[config.mk]
export PLATFORM = sky130hd
export DESIGN_NAME = asic_fetch_decode_flat
export DESIGN_NICKNAME = d
export VERILOG_FILES = /design/src/rtl/asic_isa_pkg.sv /design/src/rtl/asic_fetch_decode_if.sv /design/src/rtl/asic_ins_decode.sv /design/src/rtl/asic_fetch_decode.sv /design/src/flat_wrapper.sv
export SDC_FILE = /design/constraint.sdc
export NUM_CORES = 1
export LEC_CHECK = 0
export BUFFER_PORTS_ARGS = -buffer_cell sky130_fd_sc_hd__buf_4
export CORE_ASPECT_RATIO = 0.9
export CORE_MARGIN = 3
export CORE_UTILIZATION = 48
export CTS_CLUSTER_DIAMETER = 30
export CTS_CLUSTER_SIZE = 10
export DETAILED_ROUTE_END_ITERATION = 10
export PLACE_DENSITY = 0.81
export SLEW_MARGIN = 25
export SYNTH_ARGS = -nofsm -noshare
export SYNTH_HDL_FRONTEND = slang
export SYNTH_SLANG_ARGS = --single-unit
export TNS_END_PERCENT = 1
[constraint.sdc]
create_clock -name clka -period 2.08 [get_ports clka]
set_input_delay 0 -clock clka [delete_from_list [all_inputs] [get_ports clka]]
set_output_delay 0 -clock clka [all_outputs]
set_load 0.05 [all_outputs]
[src/rtl/asic_isa_pkg.sv]
// Shared ISA definitions for the fetch/decode stage: FSM state encoding,
// instruction field positions and opcode constants.
package asic_isa_pkg;

  localparam logic [2:0] S_IDLE    = 3'd0;
  localparam logic [2:0] S_FETCH   = 3'd1;
  localparam logic [2:0] S_CAPTURE = 3'd2;
  localparam logic [2:0] S_ISSUE   = 3'd3;
  localparam logic [2:0] S_HALT    = 3'd4;

  typedef enum logic [2:0] {
    ST_IDLE    = S_IDLE,
    ST_FETCH   = S_FETCH,
    ST_CAPTURE = S_CAPTURE,
    ST_ISSUE   = S_ISSUE,
    ST_HALT    = S_HALT
  } state_t;

  // Field layout of a 16-bit instruction word
  localparam int OP_MSB  = 15;
  localparam int OP_LSB  = 12;
  localparam int REG_MSB = 11;
  localparam int REG_LSB = 8;
  localparam int IMM_MSB = 7;
  localparam int IMM_LSB = 0;

  localparam logic [3:0] OP_HALT = 4'hF;

  function automatic logic is_halt(input logic [3:0] op);
    return op == OP_HALT;
  endfunction

endpackage

[src/rtl/asic_fetch_decode_if.sv]
// ROM read port, start control and decoded-instruction handshake of the fetch/decode stage.
// The master modport is the fetch/decode side; the slave modport is the ROM/execute environment.
interface asic_fetch_decode_if #(
  parameter int ADDR_WIDTH = 8,
  parameter int D_WIDTH    = 16
);

  logic                  start;
  logic [ADDR_WIDTH-1:0] start_addr;
  logic                  rom_ena;
  logic [ADDR_WIDTH-1:0] rom_addr;
  logic [D_WIDTH-1:0]    rom_data;
  logic                  ins_valid;
  logic                  ins_ready;
  logic [3:0]            ins_op;
  logic [3:0]            ins_reg;
  logic [7:0]            ins_imm;
  logic [ADDR_WIDTH-1:0] ins_pc;
  logic                  busy;
  logic                  halted;

  modport master (
    input  start, start_addr, rom_data, ins_ready,
    output rom_ena, rom_addr, ins_valid, ins_op, ins_reg, ins_imm, ins_pc, busy, halted
  );

  modport slave (
    output start, start_addr, rom_data, ins_ready,
    input  rom_ena, rom_addr, ins_valid, ins_op, ins_reg, ins_imm, ins_pc, busy, halted
  );

endinterface

[src/rtl/asic_ins_decode.sv]
// Combinational splitter of an instruction word into opcode, register and immediate fields.
module asic_ins_decode
  import asic_isa_pkg::*;
#(
  parameter int D_WIDTH = 16
) (
  input  logic [D_WIDTH-1:0] word,
  output logic [3:0]         op,
  output logic [3:0]         rfield,
  output logic [7:0]         imm
);

  assign op     = word[OP_MSB:OP_LSB];
  assign rfield = word[REG_MSB:REG_LSB];
  assign imm    = word[IMM_MSB:IMM_LSB];

endmodule

[src/rtl/asic_fetch_decode.sv]
// Instruction fetch/decode stage: walks the ROM from a program counter, decodes each word
// and hands it to execute over valid/ready, stopping when a HALT opcode is read.
module asic_fetch_decode
  import asic_isa_pkg::*;
#(
  parameter int D_WIDTH    = 16,
  parameter int ADDR_WIDTH = 8,
  parameter int DEPTH      = 256
) (
  input  logic               clka,
  input  logic               rsta_n,
  asic_fetch_decode_if.master bus
);

  // Last valid ROM address; the PC wraps here even when DEPTH is not a power of two
  localparam logic [ADDR_WIDTH-1:0] PC_LAST = ADDR_WIDTH'(DEPTH - 1);

  state_t                state;
  state_t                state_nxt;
  logic [ADDR_WIDTH-1:0] pc;
  logic [ADDR_WIDTH-1:0] pc_inc;
  logic [ADDR_WIDTH-1:0] ins_pc_q;
  logic [3:0]            op_q;
  logic [3:0]            reg_q;
  logic [7:0]            imm_q;
  logic [3:0]            dec_op;
  logic [3:0]            dec_reg;
  logic [7:0]            dec_imm;

  asic_ins_decode #(
    .D_WIDTH(D_WIDTH)
  ) u_decode (
    .word   (bus.rom_data),
    .op     (dec_op),
    .rfield (dec_reg),
    .imm    (dec_imm)
  );

  assign pc_inc = (pc == PC_LAST) ? '0 : pc + ADDR_WIDTH'(1);

  always_ff @(posedge clka) begin
    if (!rsta_n) begin
      state <= ST_IDLE;
    end else begin
      state <= state_nxt;
    end
  end

  always_comb begin
    state_nxt     = state;
    bus.rom_ena   = 1'b0;
    bus.ins_valid = 1'b0;
    bus.busy      = 1'b0;
    bus.halted    = 1'b0;
    case (state)
      ST_IDLE: begin
        if (bus.start) state_nxt = ST_FETCH;
      end
      ST_FETCH: begin
        bus.rom_ena = 1'b1;
        bus.busy    = 1'b1;
        state_nxt   = ST_CAPTURE;
      end
      ST_CAPTURE: begin
        bus.busy  = 1'b1;
        state_nxt = is_halt(dec_op) ? ST_HALT : ST_ISSUE;
      end
      ST_ISSUE: begin
        bus.ins_valid = 1'b1;
        bus.busy      = 1'b1;
        if (bus.ins_ready) state_nxt = ST_FETCH;
      end
      ST_HALT: begin
        bus.halted = 1'b1;
        if (bus.start) state_nxt = ST_FETCH;
      end
      default: state_nxt = ST_IDLE;
    endcase
  end

  // Fields only load in CAPTURE, so they stay frozen through any ISSUE stall
  always_ff @(posedge clka) begin
    if (!rsta_n) begin
      pc       <= '0;
      ins_pc_q <= '0;
      op_q     <= '0;
      reg_q    <= '0;
      imm_q    <= '0;
    end else begin
      case (state)
        ST_IDLE, ST_HALT: begin
          if (bus.start) pc <= bus.start_addr;
        end
        ST_CAPTURE: begin
          if (!is_halt(dec_op)) begin
            op_q     <= dec_op;
            reg_q    <= dec_reg;
            imm_q    <= dec_imm;
            ins_pc_q <= pc;
            pc       <= pc_inc;
          end
        end
        default: ;
      endcase
    end
  end

  assign bus.rom_addr = pc;
  assign bus.ins_op   = op_q;
  assign bus.ins_reg  = reg_q;
  assign bus.ins_imm  = imm_q;
  assign bus.ins_pc   = ins_pc_q;

endmodule

[src/flat_wrapper.sv]
// flat-port wrapper written by rule: the top's interface ports become plain ports
module asic_fetch_decode_flat import asic_isa_pkg::*;
#(
  parameter int D_WIDTH    = 16,
  parameter int ADDR_WIDTH = 8,
  parameter int DEPTH      = 256
)
  (clka, rsta_n, bus_start, bus_start_addr, bus_rom_data, bus_ins_ready, bus_rom_ena, bus_rom_addr, bus_ins_valid, bus_ins_op, bus_ins_reg, bus_ins_imm, bus_ins_pc, bus_busy, bus_halted);
  asic_fetch_decode_if #(.ADDR_WIDTH(ADDR_WIDTH), .D_WIDTH(D_WIDTH)) bus_i ();
  input  logic clka;
  input  logic rsta_n;
  input wire logic [$bits(bus_i.start)-1:0] bus_start;
  input wire logic [$bits(bus_i.start_addr)-1:0] bus_start_addr;
  input wire logic [$bits(bus_i.rom_data)-1:0] bus_rom_data;
  input wire logic [$bits(bus_i.ins_ready)-1:0] bus_ins_ready;
  output wire logic [$bits(bus_i.rom_ena)-1:0] bus_rom_ena;
  output wire logic [$bits(bus_i.rom_addr)-1:0] bus_rom_addr;
  output wire logic [$bits(bus_i.ins_valid)-1:0] bus_ins_valid;
  output wire logic [$bits(bus_i.ins_op)-1:0] bus_ins_op;
  output wire logic [$bits(bus_i.ins_reg)-1:0] bus_ins_reg;
  output wire logic [$bits(bus_i.ins_imm)-1:0] bus_ins_imm;
  output wire logic [$bits(bus_i.ins_pc)-1:0] bus_ins_pc;
  output wire logic [$bits(bus_i.busy)-1:0] bus_busy;
  output wire logic [$bits(bus_i.halted)-1:0] bus_halted;
  assign bus_i.start = bus_start;
  assign bus_i.start_addr = bus_start_addr;
  assign bus_i.rom_data = bus_rom_data;
  assign bus_i.ins_ready = bus_ins_ready;
  assign bus_rom_ena = bus_i.rom_ena;
  assign bus_rom_addr = bus_i.rom_addr;
  assign bus_ins_valid = bus_i.ins_valid;
  assign bus_ins_op = bus_i.ins_op;
  assign bus_ins_reg = bus_i.ins_reg;
  assign bus_ins_imm = bus_i.ins_imm;
  assign bus_ins_pc = bus_i.ins_pc;
  assign bus_busy = bus_i.busy;
  assign bus_halted = bus_i.halted;
  asic_fetch_decode #(.D_WIDTH(D_WIDTH), .ADDR_WIDTH(ADDR_WIDTH), .DEPTH(DEPTH)) u_core (.clka(clka), .rsta_n(rsta_n), .bus(bus_i));
endmodule
### Word level (Yosys, flattened, before mapping)

Cells that the tools add are included.

| storage, ports and cells | value |
|---|---|
| register bits | 35 |
| input port bits | 28 |

| cells by class | value |
|---|---|
| add/sub/neg operators | 1 |
| equality and inequality tests | 9 |
| muxes and demuxes | 12 |
| bitwise logic cells | 1 |
| reductions and logical operators | 7 |

Operators with widths:

| kind | number |
|---|---|
| $mux W8 | 3 |
| $pmux W8 S2 | 1 |
| $pmux W3 S4 | 1 |
| $mux W3 | 3 |
| $add A8 B1 Y8 const B | 1 |
| $eq A8 B8 Y1 const B | 1 |
| $eq A3 B2 Y1 const B | 2 |
| $eq A4 B4 Y1 const B | 1 |
| $mux W1 | 4 |
| $ne A2 B2 Y1 const B | 2 |
| $reduce_and A2 Y1 | 2 |
| $eq A3 B1 Y1 const B | 1 |
| $eq A3 B3 Y1 const B | 1 |
| $logic_not A3 Y1 | 1 |
| $reduce_and A3 Y1 | 1 |
| $reduce_or A3 Y1 | 1 |
| $ne A2 B1 Y1 const B | 1 |
| $reduce_bool A2 Y1 | 1 |
| $reduce_or A2 Y1 | 1 |
| $not A1 Y1 | 1 |

### Depth between registers and ports, before layout

| depth | value |
|---|---|
| word-level depth | 4 |
| mapped depth | 7 |
| gate-level depth less buffers | 5 |

### By module

Synthesis repeated with hierarchy kept, for this count alone.

| unflattened totals | value |
|---|---|
| cell total of the unflattened synthesis | 210 |
| area, all modules | 1732.9 µm² |

By module, submodules not included:

| module | instances | cells each | area each (µm²) | seq. area each (µm²) |
|---|---|---|---|---|
| asic_fetch_decode | 1 | 194 | 1612.8 | 700.7 |
| asic_ins_decode | 1 | 16 | 120.1 | 0.0 |

### Worst setup path before layout

OpenSTA, ideal clock, no wires.

| timing path | value |
|---|---|
| path kind | reg-to-reg |
| start point | reg u_core.pc[0] (netlist: u_core.bus.rom_addr[0]) |
| end point | reg u_core.pc[7] (netlist: u_core.bus.rom_addr[7]) |
| setup time | 0.116 ns |
| arrival time | 1.613 ns |
| data required time | 1.964 ns |
| path slack | 0.350 ns |
| stages on the path, launching flop included | 6 |
| path buffers | 0 |
| period minus slack after synthesis | 1.730 ns |
| path through | dfxtp_1 ha_1 inv_1 a2111oi_1 o21ai_1 o211a_1 |

| between the ends | value |
|---|---|
| word-level cells in the longest chain between the ends | 4 |
| elaborated cells between the ends (all ways) | 5 |

Ends and longest elaborated chain:

| item | line | RTL |
|---|---|---|
| start: declaration | asic_fetch_decode.sv:20 | `logic [ADDR_WIDTH-1:0] pc;` |
| start signal: assignment | asic_fetch_decode.sv:92 | `if (bus.start) pc <= bus.start_addr;` |
| start signal: assignment | asic_fetch_decode.sv:100 | `pc <= pc_inc;` |
| $add A8 B1 Y8 or $eq A8 B8 Y1 (tied branches) | asic_fetch_decode.sv:39 | `assign pc_inc = (pc == PC_LAST) ? '0 : pc + ADDR_WIDTH'(1);` |
| $mux W8 (*) | asic_fetch_decode.sv:39 |  |
| $mux W8 (*) | asic_fetch_decode.sv:95 | `if (!is_halt(dec_op)) begin` |
| $pmux W8 S2 (*) | asic_fetch_decode.sv:90 | `case (state)` |

Every way passes the cells marked *; elsewhere a longest branch is shown, timed or not. The select of a mux whose other input is x is not followed.
A chain may end at the register's enable or synchronous reset.

### Worst setup path in the final report

| timing path | value |
|---|---|
| start point | reg u_core.state[1] |
| end point | reg u_core.pc[7] (netlist: u_core.bus.rom_addr[7]) |

| between the ends | value |
|---|---|
| word-level cells in the longest chain between the ends | 4 |
| elaborated cells between the ends (all ways) | 9 |

Ends and longest elaborated chain:

| item | line | RTL |
|---|---|---|
| start: declaration | asic_fetch_decode.sv:18 | `state_t state;` |
| start signal: assignment | asic_fetch_decode.sv:45 | `state <= state_nxt;` |
| $eq A3 B3 Y1 or $logic_not A3 Y1 (tied branches) | asic_fetch_decode.sv:90 |  |
| $reduce_or A2 Y1 (no source line) | - |  |
| $ne A2 B1 Y1 (no source line) or $reduce_bool A2 Y1 (tied branches) | - |  |
| $reduce_and A3 Y1 (no source line) | - |  |

Several ways; a longest one is shown, not always the timed one.

==> metrics.sh <==
HP-START='bus_start_addr[0]'
FLOORPLAN.DIE.HEIGHT_MICRONS=60.91
SYNTH_WARNINGS=0
FINAL_LAYOUT_SIZE_SUFFIX_GT1_FRAC=0.2937
MAXIMUM_COUNT_OF_CLOCK_BUFFERS_ALONG_A_SINGLE_PATH=2
POSTSYNTHNETCOUNT=220
AREA_GROWTH_PCT=45.29
DRT_ITER0_DRC=125
DIE_WIDTH_MICRONS=67.01
SETUP.WORST_PATH.CLASS='flip-flop to flip-flop'
WORST_SLEW_PIN_SLEW_NS=0.3873
TIMING.HOLD.WORST_ENDPOINT='u_core.bus.rom_addr[0]'
YOSYSSEQAREASHARE=0.4358
GRT_UTIL_ALL_LAYERS=0.2168
POST_CTS_RESIZE_COUNT=0
P_LEAK_nW=1.014
ANTENNA_CELLS_INSERTED=0
VIAS_IN_THE_FIRST_GLOBAL_ROUTE=1486
DESIGN.DIE.AREA_SQ_MM=0.004081
FIN_NETS=297
MAX_STAGE_DELAY_NS=0.51
DRT_FIRST_PASS_ITERS=4
FIN_SKEW_NS=0.003872
NORMALIZED_MAX_SLEW_MARGIN=0.7407
GRT_REMAINING_OVERFLOW=0
GRT_SETUP_UNREPAIRED='false'
SLEW_VIOLATIONS=0
MIN_PERIOD_NS=1.714
CTS.HTREE.LEVELS=2
CRITPATHCAPTURETYPE='flip-flop'
SYNTH-EDFF-COUNT=0
NUM_VIAS=1634
FMAX_GHz=0.5836
FLOORPLAN.CORE_AREA_SQ_MM=0.003138
FINALHOLDWORSTSLACK_NS=0.01078
SYNTH.AVG_CELL_AREA_SQ_UM=8.418
START_KIND='flip-flop'
CLOCK_INSERTION_DELAY_WORST_SKEW_NS=0.29
SETUP_TNS_NS=0
MAPPEDNETLISTAREA_SQ_MM=0.001608
SYNTH_CELLS=191
PERIOD_SHARE=0.8239
MAXCAPVIOLATIONS=0
ROUTE.DETAILED.WL_PER_INST_MICRONS=13.59
GRT_MAX_DEGREE=38
TRITONCTS_SINKS=35
AVGVIACOUNTPERCELL=5.254
OUTCOME='complete, no violations'
WORST_IR_DROP_VDD_mV=0.5698
PLACE_INST=287
ANT_NETS=0
DETAILED_PLACE.AREA_SQ_MM=0.002091
PATH_CLK_SLEW_NS=0.07
NUMCTSBUFFERS=5
STD_CELL_ROWS=19
MIN_DELAY_PATH_DEPTH=3
REG2REG_SETUP_SLACK_NS=0.37
GPL.FINAL_WEIGHTED_CONGESTION=0.8361
INITIAL_CORE_UTILIZATION=0.5124
CTS.ROOT.BUFFER_CELL='sky130_fd_sc_hd__clkbuf_8'
CRITICAL_PATH.CELL_CHAIN='or3b_4 > a2111oi_1 > o21ai_1 > o211a_1'
ANTENNA_VIOLATIONS_BEFORE_REPAIR=0
POWER_DENSITY_mW_PER_MM2=764.3
IO_BUFFERS=63
GRT_PASS1_WL_MICRONS=6782
FINAL_CELL_COUNT_NO_FILL=311
YOSYSUNIQUECELLTYPES=40
CLOCK_TREE_FROM_TRITONCTS='done'
YS.FLOP_TYPE='sky130_fd_sc_hd__dfxtp_1'
IOPINCOUNT=64
CRITICAL_PATH_PEAK_FANOUT=13
CRITICAL_PATH_ARRIVAL_NS=1.90
YOSYS_REGISTER_BITS=35
CRITPATHSLOWESTCELL='sky130_fd_sc_hd__or3b_4'
WL_MICRONS=4225
WORSTHOLDPATHTYPE='input port to flip-flop'
R2R.WORST_PATH.CELLS=4
HPWLAFTERDP_MICRONS=2757
NUM-FILL-CELLS=257
SYNTH_ASYNC_SR_FLOP_SHARE=0
LAYOUT_CELL_AREA_EXCL_FILL_SQ_MM=0.002336
ROUTE.DETAILED.DRC=0
HOLD_VIOLATIONS=0
TOTAL_POWER_W=0.001785
TIMING.CRITICAL_PATH.REQUIRED_NS=2.26
REG_TO_REG_CRITICAL_PATH_STARTPOINT='u_core.state[1]'
REGTOREGENDPOINT='u_core.bus.rom_addr[7]'
SETUP_VIOL_COUNT_FINAL=0
## synthesized netlist by cell type, types with 2 or more instances
cell / count / area share
sky130_fd_sc_hd__clkbuf_1: 4 / 0.0093
sky130_fd_sc_hd__a31oi_1: 2 / 0.0078
sky130_fd_sc_hd__o21ai_1: 4 / 0.012
sky130_fd_sc_hd__nand3_1: 3 / 0.0093
sky130_fd_sc_hd__and2_0: 2 / 0.0078
sky130_fd_sc_hd__a21oi_1: 7 / 0.022
sky130_fd_sc_hd__a21boi_1: 21 / 0.098
sky130_fd_sc_hd__o21ai_0: 4 / 0.012
sky130_fd_sc_hd__inv_1: 3 / 0.0070
sky130_fd_sc_hd__nand2b_1: 2 / 0.0078
sky130_fd_sc_hd__buf_1: 2 / 0.0047
sky130_fd_sc_hd__nand4_1: 3 / 0.012
sky130_fd_sc_hd__o211a_1: 3 / 0.019
sky130_fd_sc_hd__nand2_1: 48 / 0.11
sky130_fd_sc_hd__o22ai_1: 2 / 0.0078
sky130_fd_sc_hd__nor3_1: 3 / 0.0093
sky130_fd_sc_hd__buf_6: 2 / 0.014
sky130_fd_sc_hd__dfxtp_1: 35 / 0.44
sky130_fd_sc_hd__o221a_1: 4 / 0.028
sky130_fd_sc_hd__nor3b_2: 3 / 0.023
sky130_fd_sc_hd__nor2_1: 11 / 0.026
sky130_fd_sc_hd__buf_2: 4 / 0.012
sky130_fd_sc_hd__and3_1: 2 / 0.0078
## report_power, final
part / leakage, nW / internal, W / total, W / switching, W
clock network: 0.0412 / 0.000234 / 0.000476 / 0.000242
logic: 0.687 / 0.000200 / 0.000529 / 0.000329
registers: 0.285 / 0.000720 / 0.000780 / 0.0000597
total: 1.01 / 0.00115 / 0.00179 / 0.000631
## metal layers
metal,GRT usage,part of all wire,wire length [microns]
met1,0.2784,0.45,1887
met2,0.3585,0.47,1967
met3,0.06111,0.074,313
met4,0.06069,0.013,56
met5,0,0,0
## timing repair
action,4_1_cts,5_1_grt
hold endpoints to repair,16,0
hold buffers,16,0
setup buffers,0,0
## area by class of cell
cell class,count,area [sq um],share of cell area
Clock buffer,6,72.57,0.03107
Clock inverter,2,12.51,0.005356
Inverter,3,11.26,0.004821
Multi-Input combinational cell,140,823.3,0.3524
Sequential cell,35,700.7,0.2999
Tap cell,42,52.55,0.02250
Timing Repair Buffer,83,663.1,0.2839
## layout by cell type, fill, tap and decap left out, drive strengths merged
cell	count
a2111oi	1
a21boi	21
a21o	1
a21oi	7
a221o	1
a2bb2oi	1
a31oi	2
and2	3
and3	2
and4	1
buf	67
clkbuf	6
clkinv	1
clkinvlp	1
dfxtp	35
dlygate4sd3	16
ha	1
inv	3
nand2	48
nand2b	2
nand3	3
nand4	3
nor2	11
nor3	3
nor3b	3
nor4bb	1
o2111a	1
o2111ai	1
o211a	3
o211ai	1
o21a	1
o21ai	8
o221a	4
o22ai	2
o2bb2ai	1
o31ai	1
or3b	2
## through the flow
stage,util,worst slack (ns)
finish,0.7444,0.3664
global route,0.7444,0.2346
CTS,0.7444,0.3644
detailed placement,0.6663,0.3664
global placement,0.6663,0.4505
floorplan,-,0.3504
## worst max-delay path: cells and delay by family (launching register included)
family,cells,cell delay (ns)
compound gates,3,0.61
simple gates,1,0.51
flops,1,0.48
## cell families after synthesis
family / synth area share
AOI/OAI and AO/OA: 0.2615
adders and majority gates: 0.007781
buffers and inverters: 0.05214
DFF: 0.4358
and+or+nand+nor: 0.2428
## how the worst max path moves through the flow
stage	from	end	slack, ns	depth (start not counted)
6_report	u_core.state[1]	u_core.bus.rom_addr[7]	0.37	4
5_1_grt	u_core.state[1]	u_core.bus.rom_addr[7]	0.23	4
4_1_cts	u_core.state[1]	u_core.bus.rom_addr[7]	0.36	4
3_5_place_dp	u_core.state[1]	u_core.bus.rom_addr[7]	0.37	4
3_3_place_gp	u_core.state[1]	u_core.bus.rom_addr[7]	0.45	4
2_1_floorplan	u_core.bus.rom_addr[0]	u_core.bus.rom_addr[7]	0.35	5
Power figures use the tool's default switching activity.
